<file path="src/rtl/imem_stream_loader.sv">
// ---------------------------------------------------------------------------
// imem_stream_loader
//
// Instruction-memory responder for the LEGLite CPU. The CPU fetches from an
// internal array of 16-bit words. A byte-stream valid/ready port fills the
// array. While a load is in progress the CPU is held in reset. It is released
// when the last word has been written.
//
// Stream format: a 16-bit big-endian word count N, then N words. Each word is
// sent high byte first. Words beyond DEPTH are consumed but discarded.
//
// Ports
//   clock        single clock, rising edge
//   reset        synchronous, active-low
//   imemaddr     CPU fetch byte address (bit 0 ignored)
//   imemrdata    combinational instruction word (0 unless in RUN and in range)
//   ld_data      load stream byte
//   ld_valid     ld_data valid
//   ld_ready     byte accepted this cycle (1 in every state except RUN)
//   ld_start     single-cycle reload request, honoured only in RUN
//   cpu_reset    registered active-high reset to the CPU
//   ld_busy      load FSM not in RUN
//   ld_done      sticky: the last load completed
//   ld_error     sticky: the last header count exceeded DEPTH
//   words_loaded words written by the current/last load, saturating at DEPTH
// ---------------------------------------------------------------------------
module imem_stream_loader #(
  parameter int DEPTH = 128,
  parameter int AW    = 7
) (
  input  logic          clock,
  input  logic          reset,
  input  logic [15:0]   imemaddr,
  output logic [15:0]   imemrdata,
  input  logic [7:0]    ld_data,
  input  logic          ld_valid,
  output logic          ld_ready,
  input  logic          ld_start,
  output logic          cpu_reset,
  output logic          ld_busy,
  output logic          ld_done,
  output logic          ld_error,
  output logic [AW:0]   words_loaded
);

  localparam logic [2:0] S_HDR_HI = 3'd0;
  localparam logic [2:0] S_HDR_LO = 3'd1;
  localparam logic [2:0] S_DAT_HI = 3'd2;
  localparam logic [2:0] S_DAT_LO = 3'd3;
  localparam logic [2:0] S_RUN    = 3'd4;

  localparam logic [AW:0] L_DEPTH   = (AW + 1)'(DEPTH);
  localparam logic [15:0] L_DEPTH16 = 16'(DEPTH);

  logic [2:0]  r_state;
  logic [15:0] r_n;          // header word count
  logic [15:0] r_rcv;        // words received so far, including discarded ones
  logic [7:0]  r_hi;         // latched high byte of the word in flight
  logic [AW:0] r_ptr;        // write pointer; doubles as words_loaded
  logic        r_cpu_reset;
  logic        r_done;
  logic        r_error;
  logic [15:0] r_mem [DEPTH];

  logic [2:0]  w_next_state;
  logic        w_xfer;
  logic [15:0] w_hdr_n;
  logic        w_last_word;
  logic        w_ptr_in_range;
  logic        w_addr_in_range;
  logic        w_unused_addr_lsb;

  assign ld_ready     = (r_state != S_RUN);
  assign ld_busy      = (r_state != S_RUN);
  assign cpu_reset    = r_cpu_reset;
  assign ld_done      = r_done;
  assign ld_error     = r_error;
  assign words_loaded = r_ptr;

  assign w_xfer         = ld_valid & ld_ready;
  // Full header count as it will be once the low byte lands this cycle.
  assign w_hdr_n        = {r_n[15:8], ld_data};
  assign w_last_word    = ((r_rcv + 16'd1) == r_n);
  assign w_ptr_in_range = (r_ptr < L_DEPTH);

  // Byte lane of a 16-bit instruction fetch carries no information here.
  assign w_unused_addr_lsb = imemaddr[0];

  // NOTE: every combinational output gets a default before the case so no
  // path leaves it unassigned, which would otherwise infer a latch.
  always_comb begin
    w_next_state = r_state;
    case (r_state)
      S_HDR_HI: if (w_xfer) w_next_state = S_HDR_LO;
      S_HDR_LO: if (w_xfer) w_next_state = (w_hdr_n == 16'd0) ? S_RUN : S_DAT_HI;
      S_DAT_HI: if (w_xfer) w_next_state = S_DAT_LO;
      S_DAT_LO: if (w_xfer) w_next_state = w_last_word ? S_RUN : S_DAT_HI;
      S_RUN:    if (ld_start) w_next_state = S_HDR_HI;
      default:  w_next_state = S_HDR_HI;
    endcase
  end

  // NOTE: state registers use non-blocking assignments so every register
  // samples the pre-edge values of its neighbours, independent of order.
  always_ff @(posedge clock) begin
    if (!reset) begin
      r_state     <= S_HDR_HI;
      r_cpu_reset <= 1'b1;
      r_done      <= 1'b0;
      r_error     <= 1'b0;
      r_n         <= 16'd0;
      r_rcv       <= 16'd0;
      r_hi        <= 8'd0;
      r_ptr       <= '0;
    end else begin
      r_state     <= w_next_state;
      // Registered from the next state so the CPU enters reset on the very
      // edge that leaves RUN and is released on the edge that enters it.
      r_cpu_reset <= (w_next_state != S_RUN);
      case (r_state)
        S_HDR_HI: if (w_xfer) r_n[15:8] <= ld_data;
        S_HDR_LO: begin
          if (w_xfer) begin
            r_n[7:0] <= ld_data;
            if (w_hdr_n == 16'd0)      r_done  <= 1'b1;
            if (w_hdr_n > L_DEPTH16)   r_error <= 1'b1;
          end
        end
        S_DAT_HI: if (w_xfer) r_hi <= ld_data;
        S_DAT_LO: begin
          if (w_xfer) begin
            if (w_ptr_in_range) r_ptr <= r_ptr + 1'b1;
            r_rcv <= r_rcv + 16'd1;
            if (w_last_word) r_done <= 1'b1;
          end
        end
        S_RUN: begin
          if (ld_start) begin
            r_done  <= 1'b0;
            r_error <= 1'b0;
            r_ptr   <= '0;
            r_n     <= 16'd0;
            r_rcv   <= 16'd0;
          end
        end
        default: ;
      endcase
    end
  end

  // NOTE: the word array has no reset; program contents must survive both
  // reset and reloads, and a reset port would block RAM inference.
  always_ff @(posedge clock) begin
    if (reset && (r_state == S_DAT_LO) && w_xfer && w_ptr_in_range)
      r_mem[r_ptr[AW-1:0]] <= {r_hi, ld_data};
  end

  assign w_addr_in_range = (imemaddr[15:AW+1] == '0);
  assign imemrdata = ((r_state == S_RUN) && w_addr_in_range) ?
                     r_mem[imemaddr[AW:1]] : 16'h0000;

endmodule

</file>
<file path="config.mk">
export PLATFORM = sky130hd
export DESIGN_NAME = imem_stream_loader
export DESIGN_NICKNAME = d
export VERILOG_FILES = /design/src/rtl/imem_stream_loader.sv
export SDC_FILE = /design/constraint.sdc
export NUM_CORES = 2
export LEC_CHECK = 0
export CAP_MARGIN = 20
export CORE_UTILIZATION = 35
export DETAILED_ROUTE_END_ITERATION = 10
export GPL_TIMING_DRIVEN = 0
export SETUP_SLACK_MARGIN = 0.05
export SLEW_MARGIN = 40
export SYNTH_ARGS = -nofsm -noshare
export SYNTH_HDL_FRONTEND = slang
export SYNTH_SLANG_ARGS = --single-unit
</file>
<file path="constraint.sdc">
create_clock -name clock -period 9.5 [get_ports clock]
set_clock_uncertainty 0.2 [all_clocks]
set_input_delay 1.425 -clock clock [delete_from_list [all_inputs] [get_ports clock]]
set_output_delay 1.425 -clock clock [all_outputs]
set_load 0.05 [all_outputs]
</file>
# ---- After elaboration in Yosys (flattened, before gate mapping)
# Memories as Yosys holds them, arrays and structs flattened.
# Index checks and enable logic that the tools add are counted.
dict set report classes {
  n_bitwise 1
  reduce_logical 18
  n_mux 30
  magnitude_cmp 2
  n_eq_ne 15
  addsub 2
}
# cell count
set op_table {}
lappend op_table {{16-bit two-way mux} 3}
lappend op_table {{8-bit one-hot mux with 2 select lines} 3}
lappend op_table {{8-bit two-way mux} 4}
lappend op_table {{16-bit one-hot mux with 2 select lines} 1}
lappend op_table {{3-bit two-way mux} 7}
lappend op_table {{16-bit by 1-bit adder with 16-bit output (second input constant)} 1}
lappend op_table {{16-bit == test} 1}
lappend op_table {{16-bit by 8-bit > comparator with 1-bit output (second input constant)} 1}
lappend op_table {{16-bit zero test} 1}
lappend op_table {{2-bit inequality test (second input constant)} 8}
lappend op_table {{3-bit one-hot mux with 5 select lines} 1}
lappend op_table {{1-bit two-way mux} 9}
lappend op_table {{3-bit AND reduction} 3}
lappend op_table {{8-bit by 1-bit adder with 8-bit output (second input constant)} 1}
lappend op_table {{8-bit zero test} 1}
lappend op_table {{8-bit < comparator (second input constant)} 1}
lappend op_table {{4-bit AND reduction} 2}
lappend op_table {{3-bit by 2-bit == test with 1-bit output (second input constant)} 2}
lappend op_table {{3-bit inequality test (second input constant)} 2}
lappend op_table {{6-bit AND reduction} 1}
lappend op_table {{2-bit nonzero test} 3}
lappend op_table {{1-bit logical AND} 4}
lappend op_table {{3-bit by 1-bit == test with 1-bit output (second input constant)} 1}
lappend op_table {{3-bit == test (second input constant)} 1}
lappend op_table {{6 further kinds} 6}
dict set report word_totals {
  n_memories 1
  output_inout_bits 29
  register_bits 54
  in_bits 28
  ramBits 2048
}
# memory words width read_ports rd_ports_with_merged_regs write_ports line_no
set mem_list {}
lappend mem_list {r_mem 128 16 1 0 1 63} ;# logic [15:0] r_mem [DEPTH];

# ---- Logic depth before layout (Yosys ltp)
dict set report depth {
  word_depth 6
  depth_mapped 11
}

# ---- Least setup slack after synthesis
# Ideal clock, no wire load.
dict set report synth_timing {
  path_kind {input to output}
  start {input port imemaddr[2]}
  end {output port imemrdata[10]}
  stages 9
  slack_ns 4.237
  arrival_ns 3.638
  cell_sequence {buf_2 -> buf_2 -> buf_2 -> clkbuf_1 -> mux4_2 -> mux2i_1 -> a22oi_1 -> o211ai_1 -> a21oi_1}
}
dict set report synth_via {
  elab_chain_cells 2
}
# element line_no
set synth_rtl {}
lappend synth_rtl {{from (decl)} 33} ;# input logic [15:0] imemaddr,
lappend synth_rtl {{memory read 128 x 16 bit} -}
lappend synth_rtl {{16-bit two-way mux} 159} ;# assign imemrdata = ((r_state == S_RUN) && w_addr_in_range) ?
lappend synth_rtl {{to (decl)} 34} ;# output logic [15:0] imemrdata,
# No other way between the ends.

# ---- Final worst setup path
dict set report layout_timing {
  start {input port imemaddr[5]}
  end {output port imemrdata[8]}
}
# The elaborated chain is that of the path after synthesis.

==> impl_metrics.yaml <==
synthesis:
  synth_area_leaders: "edfxtp_1, mux4_2, mux2i_1, a22oi_1, dfxtp_1"
  yosys_warnings: 0
  synth_edf_count: 2048
  ys_seq_area_frac: 0.7685
  synth_area_mm2: 0.08144
  yosysUniqueCellTypes: 62
  async_flop_share: 0
  ys_ff_latch: 2102
  syn_nets: 3980
  synth_top_area_share: 0.7552
  synth_ff_type: "edfxtp_1"
  avgSynthCellArea_um2: 20.62
  yosysTopAreaCell: "edfxtp_1"
  syn_inst: 3950
place:
  io_buffers: 51
  dp_hpwl_um: 141100
  place.gp.congestion: 0.8605
  placed_cell_area_mm2: 0.08823
  dp_slack_ns: 1.130
cts:
  ctsResizeCount: 0
  post_cts_buffers: 0
  cts_buffers: 205
  cts_sinks: 2102
  cts_hold_buf: 0
  cts_tree: "done"
  cts_root_buffer: "clkbuf_16"
  htree_levels: 4
  clkSlewWorstSetupHoldPaths_ns: 0.06
  clock_path_buffers: 3
  clk_latency_ns: 0.84
setup_path:
  crit_path_end_kind: "output pin"
  crit_path_start_kind: "primary input"
  crit_path_max_fanout: 10
  required_ns: 7.88
  worst-endpoint-arrival_ns: 6.86
  crit_path_max_incr_delay_ns: 0.96
  slowest_stage: "nor4_2"
  path_buf_inv: 6
  path_class: "primary input to output pin"
  cp_cell_sequence: "clkdlybuf4s50_1, clkbuf_2, buf_2, and3b_1, clkbuf_1, clkbuf_1, a31oi_1, nand4_1, nor4_2, a21oi_1, clkdlybuf4s50_1"
  worst_path_dominant_cell_family: "buffers and inverters"
sta:
  slew_headroom: 0.3335
  clock.fmax_ghz: 0.1179
  setup_viol: 0
  rsz0062_at_grt: "false"
  tns_ns: 0
  period_minus_slack_ns: 8.482
  finalMaxSlewViolations: 0
  hold_viol: 0
  setup_slack_ns: 1.018
  tightestPinTransition_ns: 0.9906
  layout_worst_path_cycle_share: 0.8928
die:
  core_area_mm2: 0.2306
  die_w_um: 484.4
  start_util: 0.3532
  boundaryPins: 57
  die_area_mm2: 0.2346
  rows: 176
  die_h_um: 484.4
global_routing:
  grt_pass1_wl_um: 303800
  grt-ovfl-total: 0
  grt_antenna_before_repair: 11
  grt_usage: 0.1799
  grt_max_degree: 82
  first_global_vias: 41310
power_and_ir_drop:
  power_mw: 19.14
  p_per_area_mw_per_mm2: 201.4
  peakVddDrop_mv: 0.2035
  power.leakage_nw: 31.18
drt:
  first_pass_iters: 5
  wl_per_cell_um: 28.57
  ant_nets: 0
  vias_per_cell: 5.535
  via_count: 41410
  routed_wl_um: 213700
  drcViolationCount: 0
  drt_iter0_markers: 4673
final_layout:
  area_growth_pct: 16.71
  fillers: 20000
  drive_above_1_share: 0.2474
  multiInputGateArea_mm2: 0.01881
  nets: 4304
  regArea_mm2: 0.06261
  finalInstanceArea_mm2: 0.09504
flow_run:
  maxCapViolations: 0
min_path:
  min_path_type: "flop to flop"
run_status:
  outcome: "complete, no violations"
-- layer usage --
layer / vias up / GRT usage / wire (um)
met5: - / 0 / 12
met4: 2 / 0.04771 / 5072
met3: 286 / 0.03043 / 16150
met2: 1796 / 0.2860 / 102100
met1: 22130 / 0.2554 / 90380
li1: 17190 / - / -
-- kinds of logic (layout without fill, tap and decap cells) --
family | count (synthesis) | count (layout) | synth area share
xor+xnor | 25 | 25 | 0.002689
simple gates | 498 | 498 | 0.03150
compound gates | 412 | 412 | 0.03440
fa+ha+maj | 2 | 2 | 0.0003072
mux | 664 | 664 | 0.1480
other cells | 0 | 2 | 0
buf+inv | 247 | 751 | 0.01466
flops | 2102 | 2102 | 0.7685
-- placed cells by master (no fill, tap or decap), types with 43 or more instances in the layout --
master           count
dfxtp_1             46
edfxtp_1          2048
mux4_2             432
clkdlybuf4s50_1     43
nor2_4             126
a22oi_1            171
nor2b_1             47
mux2i_1            232
buf_2               59
nand4_1             53
clkbuf_16          206
nand2_1             62
clkinv_1            52
a21oi_1             77
clkbuf_1           149
-- worst register-to-register path, delay by kind of cell (launching register included) --
kind,cells,cell delay (ns)
buffers and inverters,1,0.63
flip-flops,1,0.32
AND/OR/NAND/NOR,6,3.23
-- flip-flops by register name (all words and copies together) (netlist names) --
register      flops
r_n              16
r_state           3
r_hi              8
ld_done           1
r_mem          2048
words_loaded      8
ld_error          1
cpu_reset         1
r_rcv            16
-- cells in the mapped netlist, types with 3 or more instances --
cell type	instances
a22oi_1	171
nand2b_1	5
o22ai_1	33
nor3_1	14
a211oi_1	20
mux2i_1	232
buf_4	31
dfxtp_1	54
nand4b_1	3
nand2_1	69
edfxtp_1	2048
a21boi_0	10
nor2_1	158
mux4_2	432
xnor2_1	14
and3_1	38
o21ai_0	21
o22a_1	16
nand3_1	41
nor3b_1	5
and4_1	3
buf_1	11
buf_2	58
nand3b_1	4
nor2b_1	48
buf_6	10
o211ai_1	17
nand4_1	53
inv_1	7
clkbuf_1	128
a31oi_1	34
nor4_1	28
and2_1	12
xor2_1	11
a21oi_1	77
-- report_power, final --
| part | internal (mW) | switching, mW | total (mW) | leakage [nW] |
|---|---|---|---|---|
| Sequential | 10.1 | 0.0150 | 10.1 | 20.8 |
| Combinational | 0.282 | 0.521 | 0.804 | 7.07 |
| Clock | 4.64 | 3.56 | 8.20 | 3.29 |
| Total | 15.0 | 4.09 | 19.1 | 31.2 |
-- area by class of cell --
class / instances / area share
multi-input combinational: 1601 / 0.1979
sequential: 2102 / 0.6587
tap: 3026 / 0.03984
buffer: 240 / 0.01276
antenna: 2 / 0.00005266
clock buffer: 249 / 0.05615
clock inverter: 138 / 0.01501
inverter: 7 / 0.0002765
timing repair buffer: 117 / 0.01925
-- stage by stage --
stage	hold WS, ns	util	instances
floorplan	0.2663	-	3950
global placement	0.2666	0.3718	7027
detailed placement	0.2595	0.3827	7093
CTS	0.2875	0.4120	7480
global route	0.3386	0.4122	7480
finish	0.2820	0.4122	7482
-- final timing paths --
path	cells past startpoint	slack [ns]	from	end
setup / recovery	11	1.02	imemaddr[5]	imemrdata[8]
hold / removal	2	0.28	ld_error	ld_error
setup reg to reg	7	4.73	r_state[2]	r_mem[47][13]
hold reg to reg	2	0.28	ld_error	ld_error
Power figures use the tool's default switching activity.
